==> config.mk <==
export PLATFORM = sky130hd
export DESIGN_NAME = core_wb_arb
export DESIGN_NICKNAME = d
export VERILOG_FILES = /design/src/rtl/core_wb_arb.sv
export SDC_FILE = /design/constraint.sdc
export NUM_CORES = 1
export LEC_CHECK = 0
export CORE_MARGIN = 3
export CORE_UTILIZATION = 41
export DETAILED_ROUTE_END_ITERATION = 12
export HOLD_SLACK_MARGIN = 0.1
export PLACE_DENSITY = 0.84
export REMOVE_ABC_BUFFERS = 1
export SLEW_MARGIN = 0
export SYNTH_ARGS = -nofsm -noshare
export SYNTH_HDL_FRONTEND = slang
export SYNTH_SLANG_ARGS = --single-unit
==> constraint.sdc <==
create_clock -name clk -period 2.3 [get_ports clk]
set_input_delay 0.575 -clock clk [delete_from_list [all_inputs] [get_ports clk]]
set_output_delay 0.575 -clock clk [all_outputs]
set_load 0.01 [all_outputs]
==> src/rtl/core_wb_arb.sv <==
// core_wb_arb: register-file writeback arbiter between the pipeline WB port
// and a single outstanding L1D load. Load returns win over pipeline writes;
// the pipeline is stalled on collisions, WAW hazards and second loads.
//
// Optional feature: define CORE_WB_ARB_TIMEOUT_EN to enable an 8-bit load
// timeout counter that abandons a load after 255 ack-less cycles and sets
// the sticky err_timeout_out flag. Undefined: loads wait forever, flag is 0.
//
// Ports:
//   clk, rst               clock, synchronous active-high reset
//   pipe_we_in/rd/data     pipeline writeback request
//   ld_req_in/rd/sx_op     load issue (held while stall_out=1)
//   l1d_ack_in/data_in     L1D load return (one-cycle pulse)
//   rf_we/rd/data_out      registered register-file write port
//   stall_out              combinational pipeline stall
//   busy_vld/busy_rd_out   outstanding-load status
//   err_timeout_out        sticky load-timeout flag
module core_wb_arb (
  input  logic        clk,
  input  logic        rst,
  input  logic        pipe_we_in,
  input  logic [4:0]  pipe_rd_in,
  input  logic [31:0] pipe_data_in,
  input  logic        ld_req_in,
  input  logic [4:0]  ld_rd_in,
  input  logic [2:0]  ld_sx_op_in,
  input  logic        l1d_ack_in,
  input  logic [31:0] l1d_data_in,
  output logic        rf_we_out,
  output logic [4:0]  rf_rd_out,
  output logic [31:0] rf_data_out,
  output logic        stall_out,
  output logic        busy_vld_out,
  output logic [4:0]  busy_rd_out,
  output logic        err_timeout_out
);

  typedef enum logic {ST_IDLE, ST_WAIT_ACK} state_t;

  state_t      r_state;
  logic [4:0]  r_ld_rd;
  logic [2:0]  r_ld_op;
  logic        r_rf_we;
  logic [4:0]  r_rf_rd;
  logic [31:0] r_rf_data;
  logic        r_busy_vld;
  logic [4:0]  r_busy_rd;

  logic [31:0] w_ld_data;
  logic        w_wait;
  logic        w_ack;
  logic        w_ld_wr;
  logic        w_pipe_nz;
  logic        w_stall;
  logic        w_pipe_wr;
  logic        w_timeout;

  always_comb begin
    w_ld_data = l1d_data_in;
    case (r_ld_op)
      3'd1:    w_ld_data = {24'h0, l1d_data_in[7:0]};
      3'd2:    w_ld_data = {{24{l1d_data_in[7]}}, l1d_data_in[7:0]};
      3'd3:    w_ld_data = {{16{l1d_data_in[15]}}, l1d_data_in[15:0]};
      3'd4:    w_ld_data = {16'h0, l1d_data_in[15:0]};
      default: w_ld_data = l1d_data_in;
    endcase
  end

  assign w_wait    = (r_state == ST_WAIT_ACK);
  assign w_ack     = w_wait & l1d_ack_in;
  // A returning load to x0 is not a real write, so it neither writes nor
  // blocks a concurrent pipeline write.
  assign w_ld_wr   = w_ack & (r_ld_rd != 5'd0);
  assign w_pipe_nz = pipe_we_in & (pipe_rd_in != 5'd0);
  assign w_stall   = ~rst & w_wait &
                     (ld_req_in | (w_pipe_nz & (w_ld_wr | (pipe_rd_in == r_ld_rd))));
  assign w_pipe_wr = w_pipe_nz & ~w_stall;
  assign stall_out = w_stall;

`ifdef CORE_WB_ARB_TIMEOUT_EN
  logic [7:0] r_cnt;
  logic       r_err;

  // Counter value 254 on an ack-less cycle means this is the 255th one.
  assign w_timeout = w_wait & ~l1d_ack_in & (r_cnt == 8'd254);

  always_ff @(posedge clk) begin
    if (rst) begin
      r_cnt <= '0;
      r_err <= 1'b0;
    end else begin
      if (r_state == ST_IDLE && ld_req_in)
        r_cnt <= '0;
      else if (w_wait && !l1d_ack_in)
        r_cnt <= r_cnt + 8'd1;
      if (w_timeout)
        r_err <= 1'b1;
    end
  end

  assign err_timeout_out = r_err;
`else
  assign w_timeout       = 1'b0;
  assign err_timeout_out = 1'b0;
`endif

  always_ff @(posedge clk) begin
    if (rst) begin
      r_state    <= ST_IDLE;
      r_ld_rd    <= '0;
      r_ld_op    <= '0;
      r_rf_we    <= 1'b0;
      r_rf_rd    <= '0;
      r_rf_data  <= '0;
      r_busy_vld <= 1'b0;
      r_busy_rd  <= '0;
    end else begin
      r_rf_we <= 1'b0;
      if (w_ld_wr) begin
        r_rf_we   <= 1'b1;
        r_rf_rd   <= r_ld_rd;
        r_rf_data <= w_ld_data;
      end else if (w_pipe_wr) begin
        r_rf_we   <= 1'b1;
        r_rf_rd   <= pipe_rd_in;
        r_rf_data <= pipe_data_in;
      end

      case (r_state)
        ST_IDLE: begin
          if (ld_req_in) begin
            r_state    <= ST_WAIT_ACK;
            r_ld_rd    <= ld_rd_in;
            r_ld_op    <= ld_sx_op_in;
            r_busy_vld <= 1'b1;
            r_busy_rd  <= ld_rd_in;
          end
        end
        ST_WAIT_ACK: begin
          if (l1d_ack_in || w_timeout) begin
            r_state    <= ST_IDLE;
            r_busy_vld <= 1'b0;
            r_busy_rd  <= '0;
          end
        end
        default: r_state <= ST_IDLE;
      endcase
    end
  end

  assign rf_we_out    = r_rf_we;
  assign rf_rd_out    = r_rf_rd;
  assign rf_data_out  = r_rf_data;
  assign busy_vld_out = r_busy_vld;
  assign busy_rd_out  = r_busy_rd;

endmodule

== Yosys cells after proc, flatten, opt, wreduce, memory -nomap -nowiden ==
Index checks and enable logic that the tools add are counted.

* Bits in registers: 53
* Input port bits: 82
* Output and inout port bits: 46
* Word-level logic and storage cells: 48

* Equal/unequal tests: 7
* Mux-type cells: 16
* Bitwise operators: 12
* Reductions and logical operators: 5

{| class="wikitable"
|+ Operators with widths
! kind !! count
|-
| case mux 32 bit (4 select lines) || 1
|-
| two-way mux 32 bit || 2
|-
| two-way mux 5 bit || 4
|-
| case mux 5 bit (2 select lines) || 1
|-
| nonzero test 5 bit || 2
|-
| bitwise AND 1 bit || 7
|-
| == test 3 x 2 -> 1 bit (second input constant) || 2
|-
| two-way mux 1 bit || 6
|-
| == test 5 bit || 1
|-
| != test 2 bit (second input constant) || 2
|-
| case mux 1 bit (2 select lines) || 2
|-
| AND reduction 2 bit || 2
|-
| == test 3 x 1 -> 1 bit (second input constant) || 1
|-
| == test 3 bit (second input constant) || 1
|-
| NOT 1 bit || 3
|-
| bitwise OR 1 bit || 2
|-
| nonzero test 2 bit || 1
|}

== Longest topological paths before layout ==
* Depth after elaboration: 10
* Depth in mapped cells: 8
* Gate-level depth less buffers: 5

== Least setup slack after synthesis ==
Ideal clock, no wire load.

* Kind: flip-flop to output port
* Start: register r_ld_rd[0]
* End: output port stall_out
* Arrival time: 1.588 ns
* Required time: 1.725 ns
* Setup slack: 0.137 ns
* Cell stages (with the launch flop): 7
* Buffers on the path: 1
* Cell sequence: dfxtp_1 -> or4_4 -> o21a_1 -> clkbuf_1 -> a21oi_1 -> nor2_1 -> o21a_1

* Longest elaborated chain between the ends: 6
* Elaborated cells between the ends (all ways): 7
* Those cells by class: eq/ne (1); bitwise (5); reduce/logical (1)

{| class="wikitable"
|+ Ends and longest elaborated chain
! what !! RTL line !! text
|-
| start: declaration || 41 || <nowiki>logic [4:0] r_ld_rd;</nowiki>
|-
| start signal: assignment || 133 || <nowiki>r_ld_rd <= ld_rd_in;</nowiki>
|-
| nonzero test 5 bit || 73 || <nowiki>assign w_ld_wr = w_ack & (r_ld_rd != 5'd0);</nowiki>
|-
| bitwise AND 1 bit || 73 ||
|-
| bitwise OR 1 bit * || 76 || <nowiki>(ld_req_in | (w_pipe_nz & (w_ld_wr | (pipe_rd_in == r_ld_rd))));</nowiki>
|-
| bitwise AND 1 bit * || 76 ||
|-
| bitwise OR 1 bit * || 76 ||
|-
| bitwise AND 1 bit * || 75 || <nowiki>assign w_stall = ~rst & w_wait &</nowiki>
|-
| end: declaration || 32 || <nowiki>output logic stall_out,</nowiki>
|}

Mark *: on every way between the ends. The rest lies on a longest branch, timed or not.

== Worst setup path in the final report ==
* Start: input port pipe_rd_in[0]
* End: output port stall_out

* Longest elaborated chain between the ends: 5
* Elaborated cells between the ends (all ways): 7
* Those cells by class: eq/ne (1); bitwise (5); reduce/logical (1)

{| class="wikitable"
|+ Ends and longest elaborated chain
! what !! RTL line !! text
|-
| start: declaration || 22 || <nowiki>input logic [4:0] pipe_rd_in,</nowiki>
|-
| == test 5 bit / nonzero test 5 bit (equally long branches) || 76, 74 ||
|-
| bitwise OR 1 bit / bitwise AND 1 bit (equally long branches) || 76, 74 ||
|-
| bitwise AND 1 bit * || 76 ||
|-
| bitwise OR 1 bit * || 76 ||
|-
| bitwise AND 1 bit * || 75 ||
|}

Marks and branches as above.

==> metrics.txt <==
# TYPE chip_impl_metric gauge
chip_impl_metric{name="cts_inserted_buffers",unit=""} 5
chip_impl_metric{name="detailed_place_hpwl",unit="µm"} 5952
chip_impl_metric{name="final_layout_size_suffix_gt1_share",unit="%"} 11.92
chip_impl_metric{name="max-clock-path-buffers",unit=""} 2
chip_impl_metric{name="net-switching-power",unit="W"} 0.0006077
chip_impl_info{name="ws_path_type",value="primary input to output pin"} 1
chip_impl_metric{name="fp.dieArea",unit="µm²"} 7353
chip_impl_info{name="run_status",value="finished with violations"} 1
chip_impl_metric{name="layout.nets",unit=""} 559
chip_impl_metric{name="number_of_remaining_drc_errors",unit=""} 0
chip_impl_info{name="worst_setup_path_end_kind",value="output pin"} 1
chip_impl_metric{name="antenna_found_initial",unit=""} 0
chip_impl_metric{name="synth.top_cell.area_share",unit="%"} 40.69
chip_impl_metric{name="route.met2.wl",unit="µm"} 3871
chip_impl_metric{name="cells_after_synthesis",unit=""} 336
chip_impl_info{name="dominantRegCellSynth",value="sky130_fd_sc_hd__dfxtp_1"} 1
chip_impl_metric{name="async_reset_ff_share",unit="%"} 0
chip_impl_metric{name="average_detailed_routed_wire_length_per_instance",unit="µm"} 14.38
chip_impl_metric{name="routed-wl-met3",unit="µm"} 577
chip_impl_metric{name="seq_area_frac_synth",unit="%"} 40.69
chip_impl_metric{name="num_antenna_cells",unit=""} 0
chip_impl_metric{name="clk_transition_reported_paths",unit="ns"} 0.09
chip_impl_metric{name="die_width",unit="µm"} 85.75
chip_impl_metric{name="postSynthRegisterBits",unit=""} 53
chip_impl_metric{name="synth.yosys.warnings",unit=""} 0
chip_impl_metric{name="initial_core_util",unit="%"} 43.27
chip_impl_metric{name="comb_power_share",unit="%"} 28.1
chip_impl_metric{name="yosysUniqueCellTypes",unit=""} 36
chip_impl_metric{name="route.vias.total",unit=""} 2864
chip_impl_metric{name="final-hold-violation-count",unit=""} 0
chip_impl_info{name="top_signal_layer_used",value="met4"} 1
chip_impl_metric{name="timing.max_cap.violations",unit=""} 0
chip_impl_metric{name="io-pin-count",unit=""} 128
chip_impl_metric{name="timing.setup.tns",unit="ns"} -0.1210
chip_impl_info{name="layout.cells.most_common",value="sky130_fd_sc_hd__clkdlybuf4s50_1"} 1
chip_impl_metric{name="synth_area",unit="µm²"} 2608
chip_impl_metric{name="remaining_global_route_overflow",unit=""} 0
chip_impl_metric{name="std_cell_rows",unit=""} 28
chip_impl_info{name="tritoncts",value="built"} 1
chip_impl_metric{name="die_h",unit="µm"} 85.75
chip_impl_metric{name="pin_count_of_the_biggest_net_entering_global_routing",unit=""} 46
chip_impl_metric{name="fmax",unit="MHz"} 413.1
chip_impl_metric{name="grt_pass1_vias",unit=""} 2765
chip_impl_info{name="mostFrequentLayoutCells",value="sky130_fd_sc_hd__clkdlybuf4s50_1 (119), sky130_fd_sc_hd__nand2_1 (87), sky130_fd_sc_hd__dfxtp_1 (53)"} 1
chip_impl_metric{name="viasPerCell",unit=""} 5.179
chip_impl_metric{name="setup_violations",unit=""} 1
chip_impl_metric{name="switching_share",unit="%"} 26.11
chip_impl_info{name="start_kind",value="primary input"} 1
chip_impl_metric{name="grt_usage",unit="%"} 21.04
chip_impl_metric{name="critical_path_arrival",unit="ns"} 1.85
chip_impl_metric{name="critical_path_peak_fanout",unit=""} 2
chip_impl_metric{name="clock-sinks",unit=""} 53
chip_impl_metric{name="grt_pass1_wl",unit="µm"} 12750
chip_impl_info{name="min_delay_worst_type",value="register to register"} 1
chip_impl_metric{name="htreeDepth",unit=""} 2
chip_impl_metric{name="synth_edf_count",unit=""} 0
chip_impl_metric{name="cts_hold_repair.buffers",unit=""} 0
chip_impl_metric{name="detail_route.first_pass.iterations",unit=""} 4
chip_impl_metric{name="internal_power",unit="W"} 0.001720
chip_impl_metric{name="routedLengthMet1",unit="µm"} 3374
chip_impl_metric{name="maxSlewViolCount",unit=""} 0
chip_impl_metric{name="route.antenna.remaining_nets",unit=""} 0
chip_impl_metric{name="synthToLayoutAreaGrowth",unit="%"} 63.24
chip_impl_metric{name="min_period_over_period",unit="%"} 105.3
chip_impl_metric{name="core_area",unit="µm²"} 6026
chip_impl_metric{name="max-vdd-ir-drop",unit="µV"} 349.8
chip_impl_metric{name="place_congestion",unit=""} 0.8249
chip_impl_metric{name="critical_path_required",unit="ns"} 1.73
chip_impl_metric{name="place.port_buffers",unit=""} 126
chip_impl_metric{name="pwr-share-clk",unit="%"} 27.5
chip_impl_info{name="rsz0062_at_grt",value="true"} 1
chip_impl_metric{name="p_seq_share",unit="%"} 44.4
chip_impl_metric{name="drt_iter0_markers",unit=""} 141
chip_impl_metric{name="avgSynthCellArea",unit="µm²"} 7.760
chip_impl_info{name="synthTopCellsByArea",value="sky130_fd_sc_hd__dfxtp_1 (41%), sky130_fd_sc_hd__nand2_1 (13%), sky130_fd_sc_hd__a21o_1 (7.2%)"} 1
chip_impl_metric{name="leakagePower",unit="nW"} 1.765
chip_impl_metric{name="numPlacedInstances",unit=""} 544
chip_impl_info{name="violations",value="setup timing"} 1
chip_impl_metric{name="instances_no_fill",unit=""} 553
chip_impl_metric{name="final_worst_clock_skew",unit="ns"} 0.006057
chip_impl_metric{name="layout_min_cycle_time",unit="ns"} 2.421
chip_impl_metric{name="layout_setup_ws",unit="ns"} -0.1210
chip_impl_metric{name="route.final.wire_length",unit="µm"} 7954
chip_impl_metric{name="power.density",unit="nW/µm²"} 546.9
chip_impl_metric{name="clk_latency",unit="ns"} 0.29
chip_impl_info{name="cts.root.buffer_cell",value="sky130_fd_sc_hd__clkbuf_8"} 1
chip_impl_info{name="yosys.area.top_type",value="sky130_fd_sc_hd__dfxtp_1"} 1
## cell usage after synthesis, types with 2 or more instances
cell type,number
sky130_fd_sc_hd__nor2b_1,4
sky130_fd_sc_hd__a311oi_1,6
sky130_fd_sc_hd__nor3_1,11
sky130_fd_sc_hd__o21ai_0,9
sky130_fd_sc_hd__o21ai_1,2
sky130_fd_sc_hd__a311oi_2,2
sky130_fd_sc_hd__o21a_1,2
sky130_fd_sc_hd__buf_2,4
sky130_fd_sc_hd__a211oi_1,9
sky130_fd_sc_hd__nand3_1,7
sky130_fd_sc_hd__inv_1,7
sky130_fd_sc_hd__nand2b_1,3
sky130_fd_sc_hd__dfxtp_1,53
sky130_fd_sc_hd__a21o_1,25
sky130_fd_sc_hd__a31oi_1,16
sky130_fd_sc_hd__buf_1,3
sky130_fd_sc_hd__clkbuf_1,15
sky130_fd_sc_hd__xor2_1,7
sky130_fd_sc_hd__a21oi_1,26
sky130_fd_sc_hd__nand2_1,87
sky130_fd_sc_hd__or4_4,2
sky130_fd_sc_hd__buf_6,3
sky130_fd_sc_hd__buf_4,2
sky130_fd_sc_hd__nor4_1,4
sky130_fd_sc_hd__nor2_1,16
## kinds of logic (layout without fill, tap and decap cells)
kind of cell	count (synthesis)	count (layout)	synth area share, %
multiplexers	1	1	0.4318
other	1	1	0.1438
flip-flops	53	53	40.69
AND/OR/NAND/NOR	139	139	23.61
AO/OA/AOI/OAI	101	101	26.54
XOR/XNOR	7	7	2.351
buffers and inverters	34	176	6.238
## repair_timing
item / CTS / global route
pin swaps: 4 / 3
resized for setup: 13 / 1
setup buffers: 0 / 1
setup endpoints to repair: 18 / 1
gates cloned: 0 / 0
## power groups by stage
stage	Clock, W	Sequential, W	Combinational (W)
6_report	0.000641	0.00103	0.000654
3_3_place_gp	0	0.00105	0.000641
5_1_grt	0.000704	0.00104	0.000709
2_1_floorplan	0	0.00108	0.000214
3_5_place_dp	0	0.00105	0.000655
4_1_cts	0.000665	0.00103	0.000657
## flip-flops by register name (all words and copies together) (netlist names)
register      flops
busy_rd_out       5
busy_vld_out      1
r_ld_op           3
r_ld_rd           5
r_state           1
rf_data_out      32
rf_rd_out         5
rf_we_out         1
## area by class of cell
class | count | area (µm²)
fillers | 489 | 1769
repair buffers | 161 | 1564
multi-input cells | 249 | 1395
flip-flops and latches | 53 | 1061
well taps | 75 | 93.84
clock buffers | 7 | 86.33
clock inverters | 1 | 30.03
inverters | 7 | 26.28
## worst max-delay path, cell delays in order
cell and delay (ns):
sky130_fd_sc_hd__dlygate4sd2_1 0.26, sky130_fd_sc_hd__or4_4 0.50, sky130_fd_sc_hd__o21ai_2 0.15, sky130_fd_sc_hd__nor2_1 0.07, sky130_fd_sc_hd__o21a_1 0.16, sky130_fd_sc_hd__buf_2 0.13
## stage by stage
step           total power [W]  hold slack, ns  util [%]  instance area (µm²)  setup slack [ns]
6_report              0.002328          0.4649     70.64                 4257           -0.1210
5_1_grt               0.002454          0.4851     70.64                 4257           -0.1798
4_1_cts               0.002354          0.4681     70.47                 4247           -0.1166
3_5_place_dp          0.001708          0.4546     68.54                 4130           -0.7393
3_3_place_gp          0.001692          0.4469     68.54                 4130           -0.6605
2_1_floorplan         0.001296          0.4667         -                 2471           -0.2422
## routing by layer
layer / vias up / global-route usage, %
met3: 16 / 4.323
met5: - / 0
met2: 107 / 36.44
met4: 0 / 6.043
li1: 1443 / -
met1: 1298 / 26.39
## final timing paths
kind,slack (ns),start,end,depth (start not counted)
setup / recovery,-0.12,pipe_rd_in[0],stall_out,6
hold / removal,0.46,rf_data_out[10],rf_data_out[10],2
setup reg to reg,0.38,r_ld_rd[3],rf_data_out[7],9
hold reg to reg,0.46,rf_data_out[10],rf_data_out[10],2
No activity file was read; power rests on OpenSTA's default activity.
